### src/rtl/mic1_mem_arbiter.sv
// Shares one synchronous single-port RAM between the MIC-1 word port, the MIC-1
// instruction-fetch port and the host loader port using a fixed four-cycle access sequence.
module mic1_mem_arbiter #(
  parameter int ADDR_W = 12,
  parameter int DATA_W = 32
) (
  input  logic              CLK,
  input  logic              RST,
  input  logic              cpu_rd,
  input  logic              cpu_wr,
  input  logic [ADDR_W-1:0] cpu_addr,
  input  logic [DATA_W-1:0] cpu_wdata,
  output logic [DATA_W-1:0] cpu_rdata,
  output logic              cpu_ack,
  input  logic              fetch_rd,
  input  logic [ADDR_W+1:0] fetch_addr,
  output logic [7:0]        fetch_byte,
  output logic              fetch_ack,
  input  logic              host_req,
  input  logic              host_we,
  input  logic [ADDR_W-1:0] host_addr,
  input  logic [DATA_W-1:0] host_wdata,
  output logic [DATA_W-1:0] host_rdata,
  output logic              host_ack,
  output logic              mem_en,
  output logic              mem_we,
  output logic [ADDR_W-1:0] mem_addr,
  output logic [DATA_W-1:0] mem_wdata,
  input  logic [DATA_W-1:0] mem_rdata,
  output logic              busy
);

  typedef enum logic [1:0] {IDLE, ISSUE, WAIT, RESP} state_e;
  typedef enum logic [1:0] {SRC_CPU, SRC_FETCH, SRC_HOST} src_e;

  state_e            state_q;
  src_e              src_q;
  logic              lastHost_q;
  logic              isWrite_q;
  logic [1:0]        lane_q;

  logic              cpuWordReq;
  logic              cpuAnyReq;
  logic              anyReq;
  logic              hostWins;
  src_e              src_d;
  logic [ADDR_W-1:0] addr_d;
  logic [DATA_W-1:0] wdata_d;
  logic              we_d;
  logic [7:0]        laneByte;

  // Host and CPU alternate on contention; among CPU ports the word port beats fetch.
  // A simultaneous rd+wr on the word port collapses into a single write.
  always_comb begin
    cpuWordReq = cpu_rd | cpu_wr;
    cpuAnyReq  = cpuWordReq | fetch_rd;
    anyReq     = cpuAnyReq | host_req;
    hostWins   = host_req & (~cpuAnyReq | ~lastHost_q);

    src_d   = SRC_FETCH;
    addr_d  = fetch_addr[ADDR_W+1:2];
    wdata_d = '0;
    we_d    = 1'b0;
    if (hostWins) begin
      src_d   = SRC_HOST;
      addr_d  = host_addr;
      wdata_d = host_wdata;
      we_d    = host_we;
    end else if (cpuWordReq) begin
      src_d   = SRC_CPU;
      addr_d  = cpu_addr;
      wdata_d = cpu_wdata;
      we_d    = cpu_wr;
    end
  end

  // Big-endian lane select: byte address 0 of a word is its most significant byte.
  always_comb begin
    laneByte = mem_rdata[31:24];
    case (lane_q)
      2'd1:    laneByte = mem_rdata[23:16];
      2'd2:    laneByte = mem_rdata[15:8];
      2'd3:    laneByte = mem_rdata[7:0];
      default: laneByte = mem_rdata[31:24];
    endcase
  end

  always_ff @(posedge CLK) begin
    if (RST) begin
      state_q    <= IDLE;
      src_q      <= SRC_CPU;
      lastHost_q <= 1'b0;
      isWrite_q  <= 1'b0;
      lane_q     <= 2'd0;
      mem_en     <= 1'b0;
      mem_we     <= 1'b0;
      mem_addr   <= '0;
      mem_wdata  <= '0;
      cpu_ack    <= 1'b0;
      fetch_ack  <= 1'b0;
      host_ack   <= 1'b0;
      cpu_rdata  <= '0;
      host_rdata <= '0;
      fetch_byte <= '0;
    end else begin
      cpu_ack   <= 1'b0;
      fetch_ack <= 1'b0;
      host_ack  <= 1'b0;
      case (state_q)
        IDLE: begin
          if (anyReq) begin
            src_q      <= src_d;
            mem_addr   <= addr_d;
            mem_wdata  <= wdata_d;
            mem_we     <= we_d;
            isWrite_q  <= we_d;
            lane_q     <= fetch_addr[1:0];
            lastHost_q <= hostWins;
            mem_en     <= 1'b1;
            state_q    <= ISSUE;
          end
        end
        ISSUE: begin
          mem_en  <= 1'b0;
          mem_we  <= 1'b0;
          state_q <= WAIT;
        end
        WAIT: begin
          // Writes leave the port's read-data register untouched.
          if (!isWrite_q) begin
            case (src_q)
              SRC_CPU:  cpu_rdata  <= mem_rdata;
              SRC_HOST: host_rdata <= mem_rdata;
              default:  fetch_byte <= laneByte;
            endcase
          end
          case (src_q)
            SRC_CPU:  cpu_ack   <= 1'b1;
            SRC_HOST: host_ack  <= 1'b1;
            default:  fetch_ack <= 1'b1;
          endcase
          state_q <= RESP;
        end
        RESP: begin
          state_q <= IDLE;
        end
        default: begin
          state_q <= IDLE;
        end
      endcase
    end
  end

  assign busy = (state_q != IDLE);

endmodule

### config.mk
export PLATFORM = sky130hd
export DESIGN_NAME = mic1_mem_arbiter
export DESIGN_NICKNAME = d
export VERILOG_FILES = /design/src/rtl/mic1_mem_arbiter.sv
export SDC_FILE = /design/constraint.sdc
export NUM_CORES = 1
export LEC_CHECK = 0
export CAP_MARGIN = 20
export CORE_UTILIZATION = 36
export DETAILED_ROUTE_END_ITERATION = 16
export PLACE_DENSITY = 0.79
export RECOVER_POWER = 25
export SLEW_MARGIN = 20
export SYNTH_ARGS = -nofsm -noshare
export SYNTH_HDL_FRONTEND = slang
export SYNTH_SLANG_ARGS = --single-unit
export TNS_END_PERCENT = 20
### constraint.sdc
create_clock -name CLK -period 1.8 [get_ports CLK]
set_clock_uncertainty 0.1 [all_clocks]
set_input_delay 0.45 -clock CLK [delete_from_list [all_inputs] [get_ports CLK]]
set_output_delay 0.45 -clock CLK [all_outputs]
set_load 0.03 [all_outputs]
Yosys cells after proc, flatten, opt, wreduce, memory -nomap -nowiden:

Cells that the tools add are included.

* flip-flop bits (word level): 129
* bits in latches: 0
* RAM bits: 0
* ROM bits: 0
* word-level logic and storage cells: 62
* memories: 0

* $add $sub $neg: 0
* multiply operators: 0
* divide/modulo/power cells: 0
* magnitude comparators: 0
* equal/unequal tests: 8
* shifts and indexed selects: 0
* mux-type cells: 18
* bitwise logic cells: 10
* reductions and logical operators: 11

Operators by type and width (count)
* $mux W32: 2
* $mux W12: 2
* $pmux W8 S3: 1
* $eq A2 B2 Y1 const B: 5
* $reduce_and A3 Y1: 3
* $mux W1: 8
* $pmux W2 S4: 1
* $not A1 Y1: 5
* $eq A2 B1 Y1 const B: 2
* $logic_not A2 Y1: 2
* $mux W2: 2
* $or A1 B1 Y1: 4
* $pmux W1 S2: 2
* $reduce_and A2 Y1: 2
* $reduce_bool A2 Y1: 2
* $reduce_or A2 Y1: 2
* $ne A2 B2 Y1 const B: 1
* $and A1 B1 Y1: 1

Longest topological paths before layout:

Gate-level depths: netlist of run 1.

* word-level depth: 8
* mapped depth: 9

Least setup slack after synthesis of run 1:

OpenSTA, ideal clock, no wires.

* path kind: reg-to-reg
* start: register state_q[0]
* end: register mem_wdata[10]
* library setup time: 0.122 ns
* arrival: 1.512 ns
* data required time: 1.578 ns
* slack: 0.066 ns
* cell stages (with the launch flop): 10
* buffers on the path: 3
* path through: dfxtp_1 > inv_1 > ha_1 > buf_2 > o41a_1 > buf_6 > nor2_8 > buf_6 > and2_1 > a221o_1

* cells in the longest elaborated chain, start to end: 2

Ends and longest elaborated chain
* start, declared: RTL line 36 `state_e state_q;`
* start signal, assigned: RTL line 90 `state_q <= IDLE;`
* start signal, assigned: RTL line 120 `state_q <= ISSUE;`
* start signal, assigned: RTL line 126 `state_q <= WAIT;`
* $logic_not A2 Y1: RTL line 109 `case (state_q)`
* $reduce_and A2 Y1 (no line)
* end signal, assigned: RTL line 114 `mem_wdata <= wdata_d;`
* end, declared: RTL line 28 `output logic [DATA_W-1:0] mem_wdata,`

Every way passes these cells.
A chain may end at the register's enable or synchronous reset.

Worst setup path after layout of run 1:

* start: register state_q[0]
* end: output busy

* cells in the longest elaborated chain, start to end: 1

Ends and longest elaborated chain
* $reduce_bool A2 Y1: RTL line 154 `assign busy = (state_q != IDLE);`
* end, declared: RTL line 30 `output logic busy`

Every way passes these cells.

==> qor.yml, run 1 <==
timing:
  finalHoldWorstSlack_ns: 0.303
  max_freq_mhz: 547
  rsz0062_at_grt: "yes"
  fin_setup_tns_ns: -0.0516
  relSlewSlack_pct: 72.9
  finalWorstSetupSlack_ns: -0.0297
  finalCritPeriodShare_pct: 102
  hold_viol: 0
  tightest_slew_ns: 0.407
  setup_viol: 2
  fin_crit_ns: 1.83
  slew_violations: 0
drt:
  vias: 5444
  wirelength_um: 19800
  drt_iter0_drc: 504
  post_drt_wl_per_cell_um: 18.7
  viasPerCell: 5.16
  first_pass_iters: 5
  drtAntennaViolNets: 0
  drcViolationCount: 0
cts:
  clk_pin_slew_ns: 0.06
  hold_buffers: 0
  clkSinkCount: 128
  numCtsBuffers: 17
  cts_root_buffer: "clkbuf_16"
  cts_buffer_depth: 2
  clk_latency_ns: 0.41
  htree_levels: 4
  tritoncts: "yes"
synthesis:
  synth-edff-count: 0
  synth_area_um2: 5050
  yosysSeqAreaShare_pct: 50.7
  synth_top_area_share_pct: 50.7
  postSynthCellCount: 561
  synth_fp_nets: 706
  syn-mean-instance-area_um2: 9.01
  synth.largest_area_cell: "dfxtp_1"
  synth.area.top_cells: "dfxtp_1, nand2_1, a21oi_1"
  synth_ff_type: "dfxtp_1"
  async_flop_share_pct: 0
  ys_types: 37
  ys_ff_latch: 128
  yosysWarnings: 0
setup_path:
  start_kind: "flip-flop"
  slowest_stage: "dfxtp_2"
  r2r-end: "cpu_rdata[25]$_SDFFE_PP0P_"
  worst_ep_arrival_time_ns: 1.28
  rr_worst_depth: 9
  worstPathMaxFanout: 3
  r2r_start: "state_q[0]$_SDFFE_PP0P_"
  required_ns: 1.25
  cpPeakStageDelay_ns: 0.36
  cp_num_buf_inv: 4
  crit_chain: "inv_2, ha_4, buf_8, inv_6, buf_12"
  crit_type: "flip-flop to output pin"
  end_kind: "output pin"
  path_delay_family: "flip-flops"
  r2r_slack_ns: -0.02
die:
  io_pins: 263
  initial_utilization_pct: 37.6
  die_area_um2: 14500
  die_w_um: 120
  rows: 42
  core_area_um2: 13500
  die_h_um: 120
placed_design:
  hpwl_um: 13500
  io_buffers: 262
  place_congestion: 0.875
  dpl_worst_slack_ns: -0.419
  placedInstanceArea_um2: 8220
status:
  outcome: "complete, but fails checks"
  violations: "negative setup slack"
finish:
  final_cell_area_um2: 9000
  insertedDiodeCount: 0
  syn_to_final_growth_pct: 78.1
  final_nets: 1011
  drive_gt1_share_pct: 16.3
  fill_cells: 1121
min_path:
  hp-class: "primary input to flip-flop"
  min_from: "RST"
  holdPathStages: 2
  min_to: "fetch_ack$_SDFF_PP0_"
grt:
  grt_pass1_wl_um: 28000
  gr-total-overflow: 0
  grt_max_degree: 54
  grt_pass1_vias: 5079
  track_usage_pct: 25.4
  antenna_found_initial: 0
pwr:
  total_power_w: 0.0110
  vdd_drop_max_mv: 0.813
  p_leak_nw: 3.90
  power.density_nw_per_um2: 1220
run:
  cap_violations: 0
[worst max-delay path by stage]
stage / start / to / slack (ns) / cells past startpoint
finish: state_q[0]$_SDFFE_PP0P_ / busy / -0.03 / 5
floorplan: state_q[0]$_SDFFE_PP0P_ / mem_wdata[10]$_SDFFE_PP0P_ / 0.07 / 9
detailed placement: cpu_rd / mem_wdata[29]$_SDFFE_PP0P_ / -0.42 / 7
global route: state_q[0]$_SDFFE_PP0P_ / cpu_rdata[25]$_SDFFE_PP0P_ / -0.08 / 9
CTS: state_q[1]$_SDFFE_PP0P_ / busy / -0.18 / 5
global placement: cpu_wr / mem_we$_SDFFE_PP0P_ / -0.36 / 5
[power by group]
group	internal [W]	switching [W]	leakage (nW)
sequential	0.00329	0.000244	1.04
combinational	0.00178	0.00226	2.57
clock	0.00206	0.00136	0.282
total	0.00712	0.00387	3.90
[cell families (layout without fill, tap and decap cells)]
group | after synthesis | count (layout) | share of synthesized area [%]
flip-flops | 128 | 128 | 50.7
adder cells (fa/ha/maj) | 4 | 4 | 0.990
multiplexers | 12 | 12 | 4.41
buffers and inverters | 50 | 368 | 4.85
AND/OR/NAND/NOR | 214 | 214 | 18.9
AO/OA/AOI/OAI | 153 | 153 | 20.2
[synthesized netlist by cell type, types with 2 or more instances]
| cell type | number |
|---|---|
| o22ai_1 | 20 |
| o21ai_0 | 4 |
| buf_1 | 3 |
| a221o_1 | 32 |
| nor2_1 | 6 |
| mux2_2 | 2 |
| inv_1 | 4 |
| clkbuf_1 | 17 |
| nand3b_1 | 3 |
| and2_1 | 33 |
| nand3_1 | 3 |
| mux4_2 | 8 |
| ha_1 | 4 |
| buf_2 | 21 |
| a21oi_1 | 78 |
| o31ai_1 | 2 |
| mux2i_1 | 2 |
| nand2b_1 | 3 |
| nand2_1 | 158 |
| a211oi_1 | 11 |
| dfxtp_1 | 128 |
| buf_6 | 4 |
[timing repair]
action / CTS / global route
pin swaps: 0 / 9
setup endpoints to repair: 125 / 104
gates cloned: 0 / 5
resized for setup: 124 / 46
buffers inserted: 0 / 4
[cell usage in the layout (no fill, tap or decap), drive strengths merged, types with 2 or more instances in the layout]
master and instances:
nand2 158, clkdlybuf4s50 135, dfxtp 128, dlygate4sd2 121, a21oi 78, buf 68
and2 33, a221o 32, clkbuf 22, o22ai 20, a211oi 11, inv 9
mux4 8, nor2 8, clkinv 5, o21ai 4, dlymetal6s2s 4, ha 4
nand2b 3, nand3b 3, nand3 3, mux2 2, bufinv 2, clkinvlp 2
o31ai 2, mux2i 2
[metal layers]
layer | up-vias | routed length, um | global-route usage, %
met4 | 0 | 588 | 10.1
met5 | - | 0 | 0
met1 | 2587 | 8150 | 31.4
li1 | 2584 | - | -
met3 | 37 | 1380 | 6.23
met2 | 236 | 9650 | 42.3
[cell type report]
| type | count | area [um2] | share of cell area (%) |
|---|---|---|---|
| Clock buffer | 18 | 429 | 4.77 |
| Multi-Input combinational cell | 383 | 2370 | 26.3 |
| Tap cell | 176 | 220 | 2.45 |
| Inverter | 4 | 22.5 | 0.250 |
| Clock inverter | 14 | 155 | 1.72 |
| Sequential cell | 128 | 2560 | 28.5 |
| Timing Repair Buffer | 332 | 3240 | 36.0 |
[registers in the layout, summed over array words and instances (netlist names), 2 cells and up]
register    count
cpu_rdata      32
src_q           2
state_q         2
host_rdata     32
mem_addr       12
mem_wdata      32
fetch_byte      8
lane_q          2
[through the flow]
step                      std cells  utilization [%]
after floorplan                 561                -
after global placement         1014             61.1
after detailed placement       1014             61.1
after CTS                      1046             64.4
after global routing           1055             66.9
final                          1055             66.9
(Power assumes the default switching activity.)
==> run 2: changes to the inputs <==
Settings changed: GPL_ROUTABILITY_DRIVEN set to 1.
==> results of run 2 <==
Final layout, timing and power as in run 1 (identical DEF).
==> run 3: changes to the inputs <==
Settings changed: CAP_MARGIN 20 to not set, MAX_ROUTING_LAYER set to met4.
==> run 3 against run 2 <==
Net effect:
- the flow still finishes with violations (negative setup slack)
- sequential share of layout area is 0.064 points higher
- first-iteration DRC count shrank 18%
- core utilization fell by 0.15 points
- worst hold slack improved by 0.0024 ns
- combinational power barely moved
- critical path depth unchanged
- non-clock buffer count down 1
- cell area fell by 0.22%
- critical endpoint unchanged
- largest cell class unchanged
==> qor.yml, run 3 (synthesis results as in run 1) <==
timing:
  fin_setup_tns_ns: -0.0696  # -0.0180 ns
  hold_viol: 0  # unchanged
  tightest_slew_ns: 0.403  # -0.00405 ns
  finalWorstSetupSlack_ns: -0.0239  # +0.00575 ns
  fin_crit_ns: 1.82  # -0.00575 ns
  rsz0062_at_grt: "yes"
  relSlewSlack_pct: 73.2  # +0.27 points
  finalCritPeriodShare_pct: 101  # -0.32 points
  max_freq_mhz: 548  # +0.32%
  finalHoldWorstSlack_ns: 0.305  # +0.00245 ns
  slew_violations: 0  # unchanged
  setup_viol: 6  # +4
grt:
  gr-total-overflow: 0  # unchanged
  track_usage_pct: 26.1  # +0.72 points
  grt_pass1_vias: 5086  # +0.14%
  grt_max_degree: 54  # unchanged
  grt_pass1_wl_um: 28000  # about the same
  antenna_found_initial: 0  # unchanged
pwr:
  p_leak_nw: 3.88  # -0.43%
  vdd_drop_max_mv: 0.802  # -1.3%
  p_int_w: 0.00712  # about the same
  total_power_w: 0.0110  # -0.34%
  p_comb_share_pct: 36.6  # about the same
  switchingPower_w: 0.00384  # -0.80%
  seq_power_share_pct: 32.2  # about the same
  p_clk_share_pct: 31.2  # about the same
  netSwitchingFraction_pct: 35.0  # -0.16 points
  power.density_nw_per_um2: 1220  # -0.12%
cts:
  clk_pin_slew_ns: 0.05  # about the same
  clk_latency_ns: 0.41  # about the same
  cts_buffer_depth: 2  # unchanged
  clkSinkCount: 128  # unchanged
  htree_levels: 4  # unchanged
  tritoncts: "yes"
  numCtsBuffers: 17  # unchanged
  cts_root_buffer: "clkbuf_16"
finish:
  largestRegisters: "cpu_rdata: 32 flops, host_rdata: 32 flops, mem_wdata: 32 flops"
  syn_to_final_growth_pct: 77.7
  layout_commonest_cell: "nand2_1"
  stdcell_count: 1054  # -0.095%
  layout_common_cells: "nand2_1, clkdlybuf4s50_1, dfxtp_1"
  drive_gt1_share_pct: 16.3  # +0.019 points
  final_nets: 1010  # -0.099%
  fin_util_pct: 66.7  # -0.15 points
  insertedDiodeCount: 0  # unchanged
setup_path:
  r2r_slack_ns: -0.01  # about the same
  worst_ep_arrival_time_ns: 1.27  # about the same
  end_kind: "output pin"
  r2r-end: "mem_wdata[17]$_SDFFE_PP0P_"
  start_kind: "flip-flop"
  rr_worst_depth: 8  # -1
  required_ns: 1.25  # about the same
  cp-startpoint: "state_q[0]$_SDFFE_PP0P_"
  r2r_start: "state_q[0]$_SDFFE_PP0P_"
  worstPathMaxFanout: 3  # unchanged
  crit_type: "flip-flop to output pin"
placed_design:
  dp_cells: 1014  # unchanged
  hpwl_um: 13500  # unchanged
  io_buffers: 262  # unchanged
  place_congestion: 0.889  # +1.6%
min_path:
  min_from: "RST"
  holdPathStages: 2  # unchanged
  hp-class: "primary input to flip-flop"
  min_to: "fetch_ack$_SDFF_PP0_"
status:
  violations: "negative setup slack"
  outcome: "complete, but fails checks"
die:
  initial_utilization_pct: 37.6  # unchanged
  die_area_um2: 14500  # unchanged
  die_h_um: 120  # unchanged
  die_w_um: 120  # unchanged
  io_pins: 263  # unchanged
  core_area_um2: 13500  # unchanged
  rows: 42  # unchanged
drt:
  drt_iter0_drc: 412  # -18%
  post_drt_wl_per_cell_um: 18.5  # -1.0%
  wirelength_um: 19500  # -1.1%
  vias: 5429  # -0.28%
  drtAntennaViolNets: 0  # unchanged
  first_pass_iters: 5  # unchanged
  drcViolationCount: 0  # unchanged
  viasPerCell: 5.15  # -0.18%
run:
  cap_violations: 0  # unchanged
[run 3: cell count changes in the layout (fill, tap and decap cells not counted)]
| cell | previous run | this run |
|---|---|---|
| and2_1 | 32 | 31 |
| nor2_1 | 4 | 3 |
| o22ai_1 | 19 | 20 |
| nor4_2 | 1 | 0 |
| nor4_1 | 0 | 1 |
| a211o_1 | 1 | 0 |
| nor2_2 | 2 | 3 |
| a211o_2 | 0 | 1 |
| o22ai_2 | 1 | 0 |
| dlymetal6s2s_1 | 4 | 3 |
| buf_6 | 5 | 4 |
| and2_4 | 1 | 2 |
| clkdlybuf4s50_1 | 135 | 136 |
[run 3: how the worst max path moves through the flow]
stage,end,cells after the start,slack (ns)
6_report,busy,5,-0.02
5_1_grt,cpu_rdata[25]$_SDFFE_PP0P_,9,-0.08
3_3_place_gp,mem_we$_SDFFE_PP0P_,5,-0.36
3_5_place_dp,mem_wdata[29]$_SDFFE_PP0P_,7,-0.42
4_1_cts,busy,5,-0.18
2_1_floorplan,mem_wdata[10]$_SDFFE_PP0P_,9,0.07
[run 3: worst max-delay path, cell delays in order, from the launching register on]
cell and delay, ns:
dfxtp_2 0.36, inv_2 0.06, ha_4 0.17, buf_8 0.12, inv_6 0.05, buf_12 0.11
[run 3: layer usage]
metal | GRT usage (%) | vias up | part of all wire [%]
li1 | - | 2575 | -
met1 | 31.7 | 2565 | 41
met2 | 42.3 | 243 | 49
met3 | 6.23 | 46 | 7.0
met4 | 9.34 | 0 | 3.1
met5 | - | - | 0
[run 3: timing repair]
item / 4_1_cts / 5_1_grt
resized for setup: 124 / 46
cloned: 0 / 4
endpoints found under the setup margin: 125 / 104
hold buffers: 0 / 0
pin swaps: 0 / 7
buffers inserted: 0 / 4
[run 3: area by class of cell]
type                            count  area [um2]
Sequential cell                   128        2560
Clock inverter                     14         155
Multi-Input combinational cell    383        2360
Timing Repair Buffer              331        3220
Fill cell                        1128        4470
Tap cell                          176         220
Clock buffer                       18         429
Inverter                            4        22.5
[run 3: stage by stage]
stage / worst slack (ns) / cell area (um2)
final: -0.0239 / 8980
after global routing: -0.0763 / 8980
after CTS: -0.184 / 8660
after detailed placement: -0.419 / 8220
after global placement: -0.364 / 8220
after floorplan: 0.0660 / 5050
[run 3: power groups by stage]
stage	sequential [W]	combinational (W)	clock [W]
4_1_cts	0.00351	0.00361	0.00345
5_1_grt	0.00358	0.00424	0.00358
6_report	0.00353	0.00401	0.00342
3_3_place_gp	0.00356	0.00381	0
3_5_place_dp	0.00357	0.00386	0
2_1_floorplan	0.00435	0.00131	0
